File: src/rtl/tx_retry_fifo.sv
`default_nettype none
// ============================================================================
// Module   : tx_retry_fifo
// Brief    : Transmit byte buffer with commit/rewind pointers so that an
//            un-acknowledged packet can be resent without refilling.
// Revision : 1.0 - initial release
// ============================================================================
module tx_retry_fifo #(
    parameter int DEPTH      = 64,
    parameter int DATA_WIDTH = 8
) (
    input  logic                       clk,
    input  logic                       n_rst,
    input  logic                       clear,
    input  logic                       w_enable,
    input  logic [DATA_WIDTH-1:0]      w_data,
    input  logic                       r_enable,
    output logic [DATA_WIDTH-1:0]      r_data,
    input  logic                       packet_ack,
    input  logic                       packet_nak,
    output logic                       empty,
    output logic                       full,
    output logic [$clog2(DEPTH):0]     occupancy,
    output logic [$clog2(DEPTH):0]     pending
);

    localparam int AW = $clog2(DEPTH);
    localparam int PW = AW + 1;
    localparam logic [PW-1:0] c_DEPTH_PTR = PW'(DEPTH);
    localparam logic [PW-1:0] c_PTR_ONE   = PW'(1);

    logic [DATA_WIDTH-1:0] r_mem [DEPTH];

    // Pointers carry one extra wrap bit so full and empty stay distinct.
    logic [PW-1:0] r_wr_ptr;
    logic [PW-1:0] r_rd_ptr;
    logic [PW-1:0] r_base_ptr;

    logic [PW-1:0] w_occupancy;
    logic [PW-1:0] w_pending;
    logic          w_empty;
    logic          w_full;
    logic          w_do_write;
    logic          w_do_read;
    logic          w_do_ack;
    logic          w_do_nak;

    always_comb begin
        w_occupancy = r_wr_ptr - r_base_ptr;
        w_pending   = r_wr_ptr - r_rd_ptr;
        w_empty     = (r_wr_ptr == r_rd_ptr);
        w_full      = (w_occupancy == c_DEPTH_PTR);
        w_do_ack    = packet_ack;
        w_do_nak    = packet_nak && !packet_ack;
        w_do_write  = w_enable && !w_full && n_rst && !clear;
        // A rewind overrides a concurrent read; ack does not.
        w_do_read   = r_enable && !w_empty && !w_do_nak;
    end

    always_ff @(posedge clk) begin
        if (!n_rst || clear) begin
            r_wr_ptr   <= '0;
            r_rd_ptr   <= '0;
            r_base_ptr <= '0;
        end else begin
            if (w_do_write) begin
                r_wr_ptr <= r_wr_ptr + c_PTR_ONE;
            end
            if (w_do_ack) begin
                r_base_ptr <= r_rd_ptr;
            end
            if (w_do_nak) begin
                r_rd_ptr <= r_base_ptr;
            end else if (w_do_read) begin
                r_rd_ptr <= r_rd_ptr + c_PTR_ONE;
            end
        end
    end

    // Storage carries no reset; only the pointers define valid contents.
    always_ff @(posedge clk) begin
        if (w_do_write) begin
            r_mem[r_wr_ptr[AW-1:0]] <= w_data;
        end
    end

    assign r_data    = w_empty ? '0 : r_mem[r_rd_ptr[AW-1:0]];
    assign empty     = w_empty;
    assign full      = w_full;
    assign occupancy = w_occupancy;
    assign pending   = w_pending;

endmodule
`default_nettype wire

File: config.mk
export PLATFORM = sky130hd
export DESIGN_NAME = tx_retry_fifo
export DESIGN_NICKNAME = d
export VERILOG_FILES = /design/src/rtl/tx_retry_fifo.sv
export SDC_FILE = /design/constraint.sdc
export NUM_CORES = 1
export LEC_CHECK = 0
export ABC_AREA = 1
export BUFFER_PORTS_ARGS = -buffer_cell sky130_fd_sc_hd__buf_2
export CAP_MARGIN = 15
export CORE_UTILIZATION = 67
export CTS_CLUSTER_DIAMETER = 60
export DETAILED_ROUTE_END_ITERATION = 10
export GPL_ROUTABILITY_DRIVEN = 0
export MAX_ROUTING_LAYER = met4
export PLACE_DENSITY = 0.84
export SLEW_MARGIN = 10
export SYNTH_ARGS = -nofsm -noshare
export SYNTH_HDL_FRONTEND = slang
export SYNTH_SLANG_ARGS = --single-unit
File: constraint.sdc
create_clock -name clk -period 8.15 [get_ports clk]
set_input_delay 0.815 -clock clk [delete_from_list [all_inputs] [get_ports clk]]
set_output_delay 0.815 -clock clk [all_outputs]
set_load 0.005 [all_outputs]
==> results_dict.tcl <==
set metrics [dict create \
    run_status "finished, final reports clean" \
    r2r_startpoint "r_wr_ptr[0]" \
    totalNegativeSetupSlack_ps 0 \
    postSynthCellCount 2055 \
    power.ir.vdd_worst_mv 0.2232 \
    cts_tree "yes" \
    route.antenna.remaining_nets 0 \
    clock.fmax_ghz 0.1934 \
    root_buffer "sky130_fd_sc_hd__clkbuf_16" \
    drv_slew 0 \
    power_per_cell_area_nw_per_um2 235.0 \
    timing.final.hold_violations 0 \
    wl_um 55750 \
    postCtsHoldBufs 0 \
    cp_data_required_time_ps 7340 \
    ctsLongestPathBuffers 3 \
    rsz_0062_raised_after_global_routing "false" \
    synth-seq-area-share_pct 69.40 \
    postSynthRegisterBits 539 \
    wire_per_inst_um 22.01 \
    ctsResizeCount 0 \
    dp_hpwl_um 31030 \
    clock_tree.htree_level_count 2 \
    post-route-period-util_pct 63.43 \
    area_delta_synth_final_pct 8.010 \
    sum_of_overflow_across_all_layers_after_global_routing 0 \
    slew_headroom_pct 20.56 \
    grtUsageTotal_pct 33.00 \
    synth_top_cells_by_area "sky130_fd_sc_hd__edfxtp_1, sky130_fd_sc_hd__nand2_1, sky130_fd_sc_hd__nand3_1" \
    power.static_leakage_nw 9.117 \
    timing.final.setup_violations 0 \
    drt-pass1-iter-count 8 \
    leading_cell_type_in_the_layout_fill_and_taps_excluded "sky130_fd_sc_hd__nand2_1" \
    timing.critical_path.to_type "output port" \
    max_cap_viol_count 0 \
    mappedNetlistNets 2086 \
    post_cts_buffers 0 \
    insertion_delay_ps 590 \
    dp_slack_ps 3764 \
    min-delay-start "r_base_ptr[6]" \
    yosysUniqueCellTypes 34 \
    timing.clock.skew_ps 26.23 \
    design.final.nets 2081 \
    layout_min_cycle_time_ps 5170 \
    worstHoldPathType "reg -> reg" \
    netlist_area_pre_place_um2 22930 \
    die_h_um 187.0 \
    worstSetupStartpointType "flip-flop" \
    yosys_warnings 0 \
    layout_common_cells "sky130_fd_sc_hd__nand2_1, sky130_fd_sc_hd__edfxtp_1, sky130_fd_sc_hd__nand3_1" \
    num_rows 67 \
    via_count_of_the_first_global_routing_pass 15450 \
    cts_buffers 52 \
    tightestPinTransition_ps 1192 \
    vias_per_cell 6.282 \
    floorplan.io_pins 39 \
    drive_above_1_share_pct 7.194 \
    yosys.area.top_type_share_pct 67.04 \
    grt_antenna_before_repair 0 \
    timing.final.ws_setup_ps 2980 \
    antenna-diode-count 0 \
    clkTransAtPathRegs_ps 60 \
    synthDominantAreaCellType "sky130_fd_sc_hd__edfxtp_1" \
    placeable_core_region_um2 33620 \
    remaining_drc_errors 0 \
    grt_pass1_wl_um 85230 \
    floorplan.die_area_um2 34970 \
    die_width_um 187.0 \
    dr_total_vias 15910 \
    largest_net_degree_at_the_start_of_global_routing 103 \
    timing.critical_path.fanout_max 102 \
    worst-endpoint-arrival_ps 4350 \
    crit_type "reg -> out" \
    port_buffers 38 \
    detail_route.iter0.violations 2148 \
    clock-sinks 539 \
    initial_utilization_pct 68.22 \
    synth.avg_cell_area_um2 11.16 \
]
report_power, final:
group	leakage (nW)	switching, mW	internal [mW]
combinational	3.48	0.297	0.112
clock	0.816	0.993	1.36
sequential	4.82	0.0205	3.03
total	9.12	1.31	4.51
path summary, 6_finish.rpt:
| kind | end | slack (ps) | cells after the start |
|---|---|---|---|
| hold reg to reg | r_base_ptr[6] | 510 | 2 |
| setup / recovery | r_data[3] | 2980 | 11 |
| hold / removal | r_base_ptr[6] | 510 | 2 |
| setup reg to reg | r_mem[15][5] | 4340 | 15 |
cells in the mapped netlist:
cell type                  number
sky130_fd_sc_hd__a211oi_1       2
sky130_fd_sc_hd__a21oi_1       28
sky130_fd_sc_hd__a31oi_1        3
sky130_fd_sc_hd__buf_1         10
sky130_fd_sc_hd__buf_2         33
sky130_fd_sc_hd__buf_4         25
sky130_fd_sc_hd__buf_6         22
sky130_fd_sc_hd__buf_8          2
sky130_fd_sc_hd__clkbuf_1      23
sky130_fd_sc_hd__clkinv_1       1
sky130_fd_sc_hd__dfxtp_1       27
sky130_fd_sc_hd__edfxtp_1     512
sky130_fd_sc_hd__fa_1           2
sky130_fd_sc_hd__ha_1          14
sky130_fd_sc_hd__inv_1         51
sky130_fd_sc_hd__inv_2          3
sky130_fd_sc_hd__inv_6          1
sky130_fd_sc_hd__inv_8          1
sky130_fd_sc_hd__nand2_1      701
sky130_fd_sc_hd__nand2_2        2
sky130_fd_sc_hd__nand2_4        7
sky130_fd_sc_hd__nand3_1      454
sky130_fd_sc_hd__nand3_2        1
sky130_fd_sc_hd__nand4_1        5
sky130_fd_sc_hd__nand4_4        1
sky130_fd_sc_hd__nor2_1        82
sky130_fd_sc_hd__nor2_2         3
sky130_fd_sc_hd__nor2_4         1
sky130_fd_sc_hd__nor3_1         5
sky130_fd_sc_hd__o21ai_0       16
sky130_fd_sc_hd__o221ai_1       1
sky130_fd_sc_hd__or2_1          1
sky130_fd_sc_hd__xnor2_1        3
sky130_fd_sc_hd__xor2_1        12
metrics by stage:
step	total power, mW	util [%]	area (um^2)	hold slack (ps)	instances
2_1_floorplan	3.372	-	22930	460.7	2055
3_3_place_gp	3.494	68.60	23060	488.4	2442
3_5_place_dp	3.506	68.64	23070	501.2	2443
4_1_cts	5.820	73.62	24750	511.4	2532
5_1_grt	5.965	73.68	24770	531.5	2533
6_report	5.820	73.68	24770	514.7	2533
layout make-up:
type / instances / area, um^2
well taps: 448 / 560.5
multi-input cells: 1344 / 6036
clock inverters: 23 / 205.2
inverters: 57 / 229.0
fillers: 2064 / 8847
flip-flops and latches: 539 / 15920
clock buffers: 66 / 1469
repair buffers: 56 / 345.3
flip-flops by register name, indices dropped and copies added, names as in the netlist, named ones only:
| name | flops |
|---|---|
| r_wr_ptr | 7 |
| r_base_ptr | 7 |
| r_rd_ptr | 7 |
| r_mem | 512 |
kinds of logic after synthesis:
kind of cell / Yosys count / share of synthesized area [%]
adders and majority gates: 16 / 0.9385
DFF: 539 / 69.40
AOI/OAI and AO/OA: 50 / 1.146
xor gates and xnor gates: 15 / 0.5729
and+or+nand+nor: 1263 / 23.66
buffers and inverters: 172 / 4.278
per-layer routing:
metal | track usage [%] | part of all wire [%]
met5 | - | 0
met4 | 18.76 | 5.7
met3 | 6.041 | 11
met2 | 51.51 | 48
met1 | 41.04 | 35
worst max-delay path, stage by stage (launching register included):
cell and delay, ps:
sky130_fd_sc_hd__dfxtp_4 650, sky130_fd_sc_hd__inv_6 720, sky130_fd_sc_hd__buf_4 800, sky130_fd_sc_hd__nand2_1 130, sky130_fd_sc_hd__nand3_1 120, sky130_fd_sc_hd__nand3_1 90
sky130_fd_sc_hd__nand2_1 140, sky130_fd_sc_hd__nand2_1 60, sky130_fd_sc_hd__nand3_1 100, sky130_fd_sc_hd__nand3_1 160, sky130_fd_sc_hd__a21oi_1 440, sky130_fd_sc_hd__buf_2 210
(Power assumes the default switching activity.)
